==> src/rtl/multicycle_ctrl.sv <==
// multicycle_ctrl: multi-cycle sequencer for the MIPS-subset datapath.
// It steps each instruction through fetch/decode/execute/memory/writeback and
// drives the datapath enables, the ALU function and the memory handshake.
// Outputs are Moore decodes of the state register. The exceptions are
// ir_write and pc_write, which follow mem_ready inside FETCH.
// The block counts retired instructions. It halts with sticky flags on an
// illegal encoding or on a memory wait timeout.
module multicycle_ctrl #(
   parameter int WAIT_LIMIT = 15,
   parameter int CNT_W      = 32
) (
   input  logic             clk,
   input  logic             rst_n,
   input  logic [5:0]       opcode,
   input  logic [5:0]       funct,
   input  logic             mem_ready,
   output logic             pc_write,
   output logic             ir_write,
   output logic             i_or_d,
   output logic             mem_read,
   output logic             mem_write,
   output logic             alu_src_a,
   output logic [1:0]       alu_src_b,
   output logic [5:0]       alu_func,
   output logic             reg_dst,
   output logic             mem_to_reg,
   output logic             reg_write,
   output logic [1:0]       data_size,
   output logic [3:0]       state,
   output logic             busy,
   output logic             illegal,
   output logic             timeout,
   output logic [CNT_W-1:0] retired
);

   // State encodings (visible on the debug state port)
   localparam logic [3:0] S_FETCH  = 4'd0;
   localparam logic [3:0] S_DECODE = 4'd1;
   localparam logic [3:0] S_EXEC_R = 4'd2;
   localparam logic [3:0] S_EXEC_I = 4'd3;
   localparam logic [3:0] S_ADDR   = 4'd4;
   localparam logic [3:0] S_MEM_RD = 4'd5;
   localparam logic [3:0] S_MEM_WR = 4'd6;
   localparam logic [3:0] S_WB_R   = 4'd7;
   localparam logic [3:0] S_WB_I   = 4'd8;
   localparam logic [3:0] S_WB_MEM = 4'd9;
   localparam logic [3:0] S_HALT   = 4'd10;

   // Instruction encodings
   localparam logic [5:0] OP_RTYPE = 6'b000000;
   localparam logic [5:0] OP_ADDI  = 6'b001000;
   localparam logic [5:0] OP_LW    = 6'b100011;
   localparam logic [5:0] OP_SW    = 6'b101011;
   localparam logic [5:0] FN_ADD   = 6'b100000;

   // The counter only needs to reach WAIT_LIMIT: the FSM leaves the wait state at the limit
   localparam int WCNT_W = $clog2(WAIT_LIMIT + 1);
   localparam logic [WCNT_W-1:0] WAIT_MAX = WCNT_W'(WAIT_LIMIT);

   // Supported R-type function codes: ADD, SUB, AND, OR, XOR, NOR
   function automatic logic legal_rfunct(input logic [5:0] f);
      logic ok;
      case (f)
         6'b100000: ok = 1'b1;
         6'b100010: ok = 1'b1;
         6'b100100: ok = 1'b1;
         6'b100101: ok = 1'b1;
         6'b100110: ok = 1'b1;
         6'b100111: ok = 1'b1;
         default:   ok = 1'b0;
      endcase
      return ok;
   endfunction

   // States that hold a memory request open until mem_ready
   function automatic logic is_wait_state(input logic [3:0] s);
      logic w;
      case (s)
         S_FETCH:  w = 1'b1;
         S_MEM_RD: w = 1'b1;
         S_MEM_WR: w = 1'b1;
         default:  w = 1'b0;
      endcase
      return w;
   endfunction

   logic [3:0]        state_q,    state_d;
   logic              is_store_q, is_store_d;
   logic              illegal_q,  illegal_d;
   logic              timeout_q,  timeout_d;
   logic [WCNT_W-1:0] wait_cnt_q, wait_cnt_d;
   logic [CNT_W-1:0]  retired_q,  retired_d;
   logic              retire_s;
   logic              wait_limit_s;

   // A memory state has used up its allowance of wait cycles
   assign wait_limit_s = (wait_cnt_q == WAIT_MAX);

   // Next-state logic, sticky error flags and retire strobe
   always_comb begin
      state_d    = state_q;
      is_store_d = is_store_q;
      illegal_d  = illegal_q;
      timeout_d  = timeout_q;
      retire_s   = 1'b0;
      case (state_q)
         S_FETCH: begin
            if (mem_ready) begin
               state_d = S_DECODE;
            end else if (wait_limit_s) begin
               state_d   = S_HALT;
               timeout_d = 1'b1;
            end else begin
               state_d = S_FETCH;
            end
         end
         S_DECODE: begin
            if ((opcode == OP_RTYPE) && legal_rfunct(funct)) begin
               state_d = S_EXEC_R;
            end else if (opcode == OP_ADDI) begin
               state_d = S_EXEC_I;
            end else if (opcode == OP_LW) begin
               state_d    = S_ADDR;
               is_store_d = 1'b0;
            end else if (opcode == OP_SW) begin
               state_d    = S_ADDR;
               is_store_d = 1'b1;
            end else begin
               state_d   = S_HALT;
               illegal_d = 1'b1;
            end
         end
         S_EXEC_R: state_d = S_WB_R;
         S_EXEC_I: state_d = S_WB_I;
         // Load/store was resolved in DECODE; opcode is not looked at again here
         S_ADDR: begin
            if (is_store_q) begin
               state_d = S_MEM_WR;
            end else begin
               state_d = S_MEM_RD;
            end
         end
         S_MEM_RD: begin
            if (mem_ready) begin
               state_d = S_WB_MEM;
            end else if (wait_limit_s) begin
               state_d   = S_HALT;
               timeout_d = 1'b1;
            end else begin
               state_d = S_MEM_RD;
            end
         end
         S_MEM_WR: begin
            if (mem_ready) begin
               state_d  = S_FETCH;
               retire_s = 1'b1;
            end else if (wait_limit_s) begin
               state_d   = S_HALT;
               timeout_d = 1'b1;
            end else begin
               state_d = S_MEM_WR;
            end
         end
         S_WB_R, S_WB_I, S_WB_MEM: begin
            state_d  = S_FETCH;
            retire_s = 1'b1;
         end
         S_HALT: state_d = S_HALT;
         // Any unused code is treated as a fault and parks the sequencer
         default: state_d = S_HALT;
      endcase
   end

   // Wait counter: cleared on every state change, counts not-ready cycles in memory states
   always_comb begin
      wait_cnt_d = wait_cnt_q;
      if (state_d != state_q) begin
         wait_cnt_d = '0;
      end else if (is_wait_state(state_q) && !mem_ready && !wait_limit_s) begin
         wait_cnt_d = wait_cnt_q + WCNT_W'(1);
      end else begin
         wait_cnt_d = wait_cnt_q;
      end
   end

   // Retired-instruction counter, wraps naturally
   always_comb begin
      if (retire_s) begin
         retired_d = retired_q + CNT_W'(1);
      end else begin
         retired_d = retired_q;
      end
   end

   // Sequencer registers with asynchronous active-low reset
   always_ff @(posedge clk or negedge rst_n) begin
      if (!rst_n) begin
         state_q    <= S_FETCH;
         is_store_q <= 1'b0;
         illegal_q  <= 1'b0;
         timeout_q  <= 1'b0;
         wait_cnt_q <= '0;
         retired_q  <= '0;
      end else begin
         state_q    <= state_d;
         is_store_q <= is_store_d;
         illegal_q  <= illegal_d;
         timeout_q  <= timeout_d;
         wait_cnt_q <= wait_cnt_d;
         retired_q  <= retired_d;
      end
   end

   // Datapath control decode; the strobes are gated by rst_n so they drop during reset
   always_comb begin
      pc_write   = 1'b0;
      ir_write   = 1'b0;
      i_or_d     = 1'b0;
      mem_read   = 1'b0;
      mem_write  = 1'b0;
      alu_src_a  = 1'b0;
      alu_src_b  = 2'b00;
      alu_func   = 6'b000000;
      reg_dst    = 1'b0;
      mem_to_reg = 1'b0;
      reg_write  = 1'b0;
      data_size  = 2'b00;
      case (state_q)
         S_FETCH: begin
            mem_read  = rst_n;
            i_or_d    = 1'b0;
            alu_src_a = 1'b0;
            alu_src_b = 2'b01;
            alu_func  = FN_ADD;
            ir_write  = mem_ready & rst_n;
            pc_write  = mem_ready & rst_n;
         end
         S_EXEC_R: begin
            alu_src_a = 1'b1;
            alu_src_b = 2'b00;
            alu_func  = funct;
         end
         S_EXEC_I, S_ADDR: begin
            alu_src_a = 1'b1;
            alu_src_b = 2'b10;
            alu_func  = FN_ADD;
         end
         S_MEM_RD: begin
            mem_read  = rst_n;
            i_or_d    = 1'b1;
            data_size = 2'b10;
         end
         S_MEM_WR: begin
            mem_write = rst_n;
            i_or_d    = 1'b1;
            data_size = 2'b10;
         end
         S_WB_R: begin
            reg_write = rst_n;
            reg_dst   = 1'b1;
         end
         S_WB_I: begin
            reg_write = rst_n;
            reg_dst   = 1'b0;
         end
         S_WB_MEM: begin
            reg_write  = rst_n;
            reg_dst    = 1'b0;
            mem_to_reg = 1'b1;
         end
         // DECODE and HALT drive no enables
         default: begin
            pc_write = 1'b0;
         end
      endcase
   end

   assign state   = state_q;
   assign busy    = (state_q != S_HALT);
   assign illegal = illegal_q;
   assign timeout = timeout_q;
   assign retired = retired_q;

endmodule
==> config.mk <==
export PLATFORM = sky130hd
export DESIGN_NAME = multicycle_ctrl
export DESIGN_NICKNAME = d
export VERILOG_FILES = /design/src/rtl/multicycle_ctrl.sv
export SDC_FILE = /design/constraint.sdc
export NUM_CORES = 1
export LEC_CHECK = 0
export ABC_CLOCK_PERIOD_IN_PS = 6500
export CAP_MARGIN = 0
export CORE_ASPECT_RATIO = 2
export CORE_UTILIZATION = 52
export DETAILED_ROUTE_END_ITERATION = 6
export PLACE_DENSITY = 0.94
export SYNTH_ARGS = -nofsm -noshare
export SYNTH_HDL_FRONTEND = slang
export SYNTH_SLANG_ARGS = --single-unit
export TNS_END_PERCENT = 100
==> constraint.sdc <==
create_clock -name clk -period 6.5 [get_ports clk]
set_clock_uncertainty 0.2 [all_clocks]
set_input_delay 1.95 -clock clk [delete_from_list [all_inputs] [get_ports clk]]
set_output_delay 1.95 -clock clk [all_outputs]
set_load 0.02 [all_outputs]
==> impl_metrics.json <==
{
  "rsz0062_at_grt": "false",
  "overflow": 0,
  "grt_pass1_wl_mm": 10.57,
  "period_needed_ps": 5562,
  "cts_setup_buffers": 0,
  "synthDistinctLibCells": 53,
  "synth_area_um2": 2618,
  "period_share_pct": 85.57,
  "hold_viol": 0,
  "setup_viol": 0,
  "ys_seq_elements": 43,
  "synth_area_leaders": "dfrtp_1 (41%), xnor2_1 (6.0%), xor2_1 (5.7%)",
  "dp_worst_setup_slack_ps": 927.8,
  "first_pass_iters": 4,
  "core_um2": 4865,
  "drt_wl_total_mm": 6.517,
  "clk_latency_ps": 310,
  "crit_fanout": 2,
  "ys_warn_count": 0,
  "p_leak_nw": 1.454,
  "drv_cap": 0,
  "fin_area_um2": 3432,
  "cts_resized": 0,
  "drtAntennaViolNets": 0,
  "area_growth_pct": 31.12,
  "grt_pass1_vias": 2298,
  "power_mw": 1.116,
  "cts_tree": "yes",
  "hold_class": "reg -> reg",
  "cp-end-kind": "primary output",
  "critical_path_required_ps": 4350,
  "async_reset_ff_share_pct": 100.0,
  "status": "finished, final reports clean",
  "grtUsageTotal_pct": 26.87,
  "synthCells": 265,
  "synthFlopType": "dfrtp_1",
  "grt_max_degree": 31,
  "synth-seq-area-share_pct": 41.11,
  "drt-initial-drc-count": 42,
  "final_cell_mix": "clkdlybuf4s50_1 (70), dfrtp_1 (43), nor2_1 (26)",
  "layout-drive-gt1-share_pct": 9.063,
  "cts.hold.buffers_added": 0,
  "synth-edff-count": 0,
  "viasPerCell": 5.830,
  "die-area_um2": 5339,
  "fmax_mhz": 179.8,
  "yosysTopAreaCell": "dfrtp_1",
  "slew_headroom_pct": 44.16,
  "clkSinkCount": 43,
  "startpoint_type": "input pin",
  "slew_violations": 0,
  "final_common_cell": "clkdlybuf4s50_1",
  "cts_buffers": 5,
  "crit_type": "in -> out",
  "synth.top_cell.area_share_pct": 41.11,
  "worst_pin_slew_ps": 837.6,
  "setup_slack_ps": 938.2,
  "cts.htree.levels": 2,
  "drc": 0,
  "synth_nets": 282,
  "fillCellCount": 370,
  "power.density_nw_per_um2": 325.2,
  "finalSetupTns_ps": 0,
  "place_area_um2": 3319,
  "hpwl_mm": 4.732,
  "num_rows": 36,
  "die_y_um": 102.3,
  "critPathArrivalTime_ps": 3410,
  "syn_avg_cell_area_um2": 9.877,
  "die-width_um": 52.17,
  "wire_per_inst_um": 16.80,
  "num_io_pins": 73,
  "start_util_pct": 53.81,
  "root_buffer": "clkbuf_8",
  "routabilityCongestion": 0.8689,
  "layout.nets": 347,
  "cts_buffer_depth": 2,
  "antenna_cells": 0,
  "numPortBuffers": 71,
  "antenna_found_initial": 0,
  "path_clk_slew_ps": 80,
  "vias": 2262,
  "vdd_drop_max_v": 0.0002770
}
-- cells by family after synthesis --
logic type      synth area share [%]
compound gates                 9.274
xor+xnor                       11.71
fa+ha+maj                     0.9559
buf+inv                        4.302
flops                          41.11
mux                            1.625
other cells                   0.1433
simple gates                   30.88
-- cells in the mapped netlist, types with 4 or more instances --
cell / number
dfrtp_1: 43
nor2_1: 26
xnor2_1: 18
xor2_1: 17
nand3_1: 13
nor3_1: 13
and3_1: 12
nand2_1: 12
o21ai_0: 9
buf_4: 8
nand4_1: 8
nor2b_1: 8
inv_1: 6
and2_1: 5
a21oi_1: 4
o21a_1: 4
-- registers in the layout, summed over array words and instances (netlist names) --
name	flops
timeout	1
state	4
illegal	1
retired	32
wait_cnt_q	4
is_store_q	1
-- metrics by stage --
step | util (%) | hold WS (ps) | std cells
detailed placement | 68.24 | 256.7 | 380
floorplan | - | 298.1 | 265
finish | 70.55 | 272.8 | 388
global placement | 68.24 | 252.1 | 380
CTS | 70.55 | 277.4 | 388
global route | 70.55 | 313.4 | 388
-- area by class of cell --
type | instances | area (um^2) | share of cell area (%)
clock buffer | 5 | 68.82 | 2.005
timing repair buffer | 73 | 720.7 | 21.00
tap | 57 | 71.32 | 2.078
sequential | 43 | 1076 | 31.35
inverter | 6 | 22.52 | 0.6562
multi-input combinational | 201 | 1429 | 41.63
clock inverter | 3 | 43.79 | 1.276
-- where the power goes --
group | internal (mW) | total (mW) | switching [mW]
clock network | 0.114 | 0.214 | 0.0990
logic | 0.234 | 0.489 | 0.255
registers | 0.297 | 0.413 | 0.117
total | 0.645 | 1.12 | 0.471
-- final timing paths --
check,from,endpoint,slack (ps),cells past startpoint
worst max-delay path,funct[5],alu_func[5],940,4
worst min-delay path,timeout,timeout,270,2
worst max register to register,state[3],retired[22],3880,5
worst min register to register,timeout,timeout,270,2
max in group asynchronous,rst_n,retired[16],4000,2
min in group asynchronous,rst_n,state[1],1370,1
-- worst max-delay path: stages --
cell and delay, ps:
clkdlybuf4s50_1 490, o21bai_1 80, a211oi_1 250, clkdlybuf4s50_1 640
-- metal layers --
layer  global-route usage, %  vias up  wire, um
li1                        -     1066         -
met1                   26.16     1086      2312
met2                   50.49       88      3642
met3                   4.762       22       291
met4                   15.18        0       270
met5                       0        -         0
Note: power is estimated with default switching activity, not from simulation.
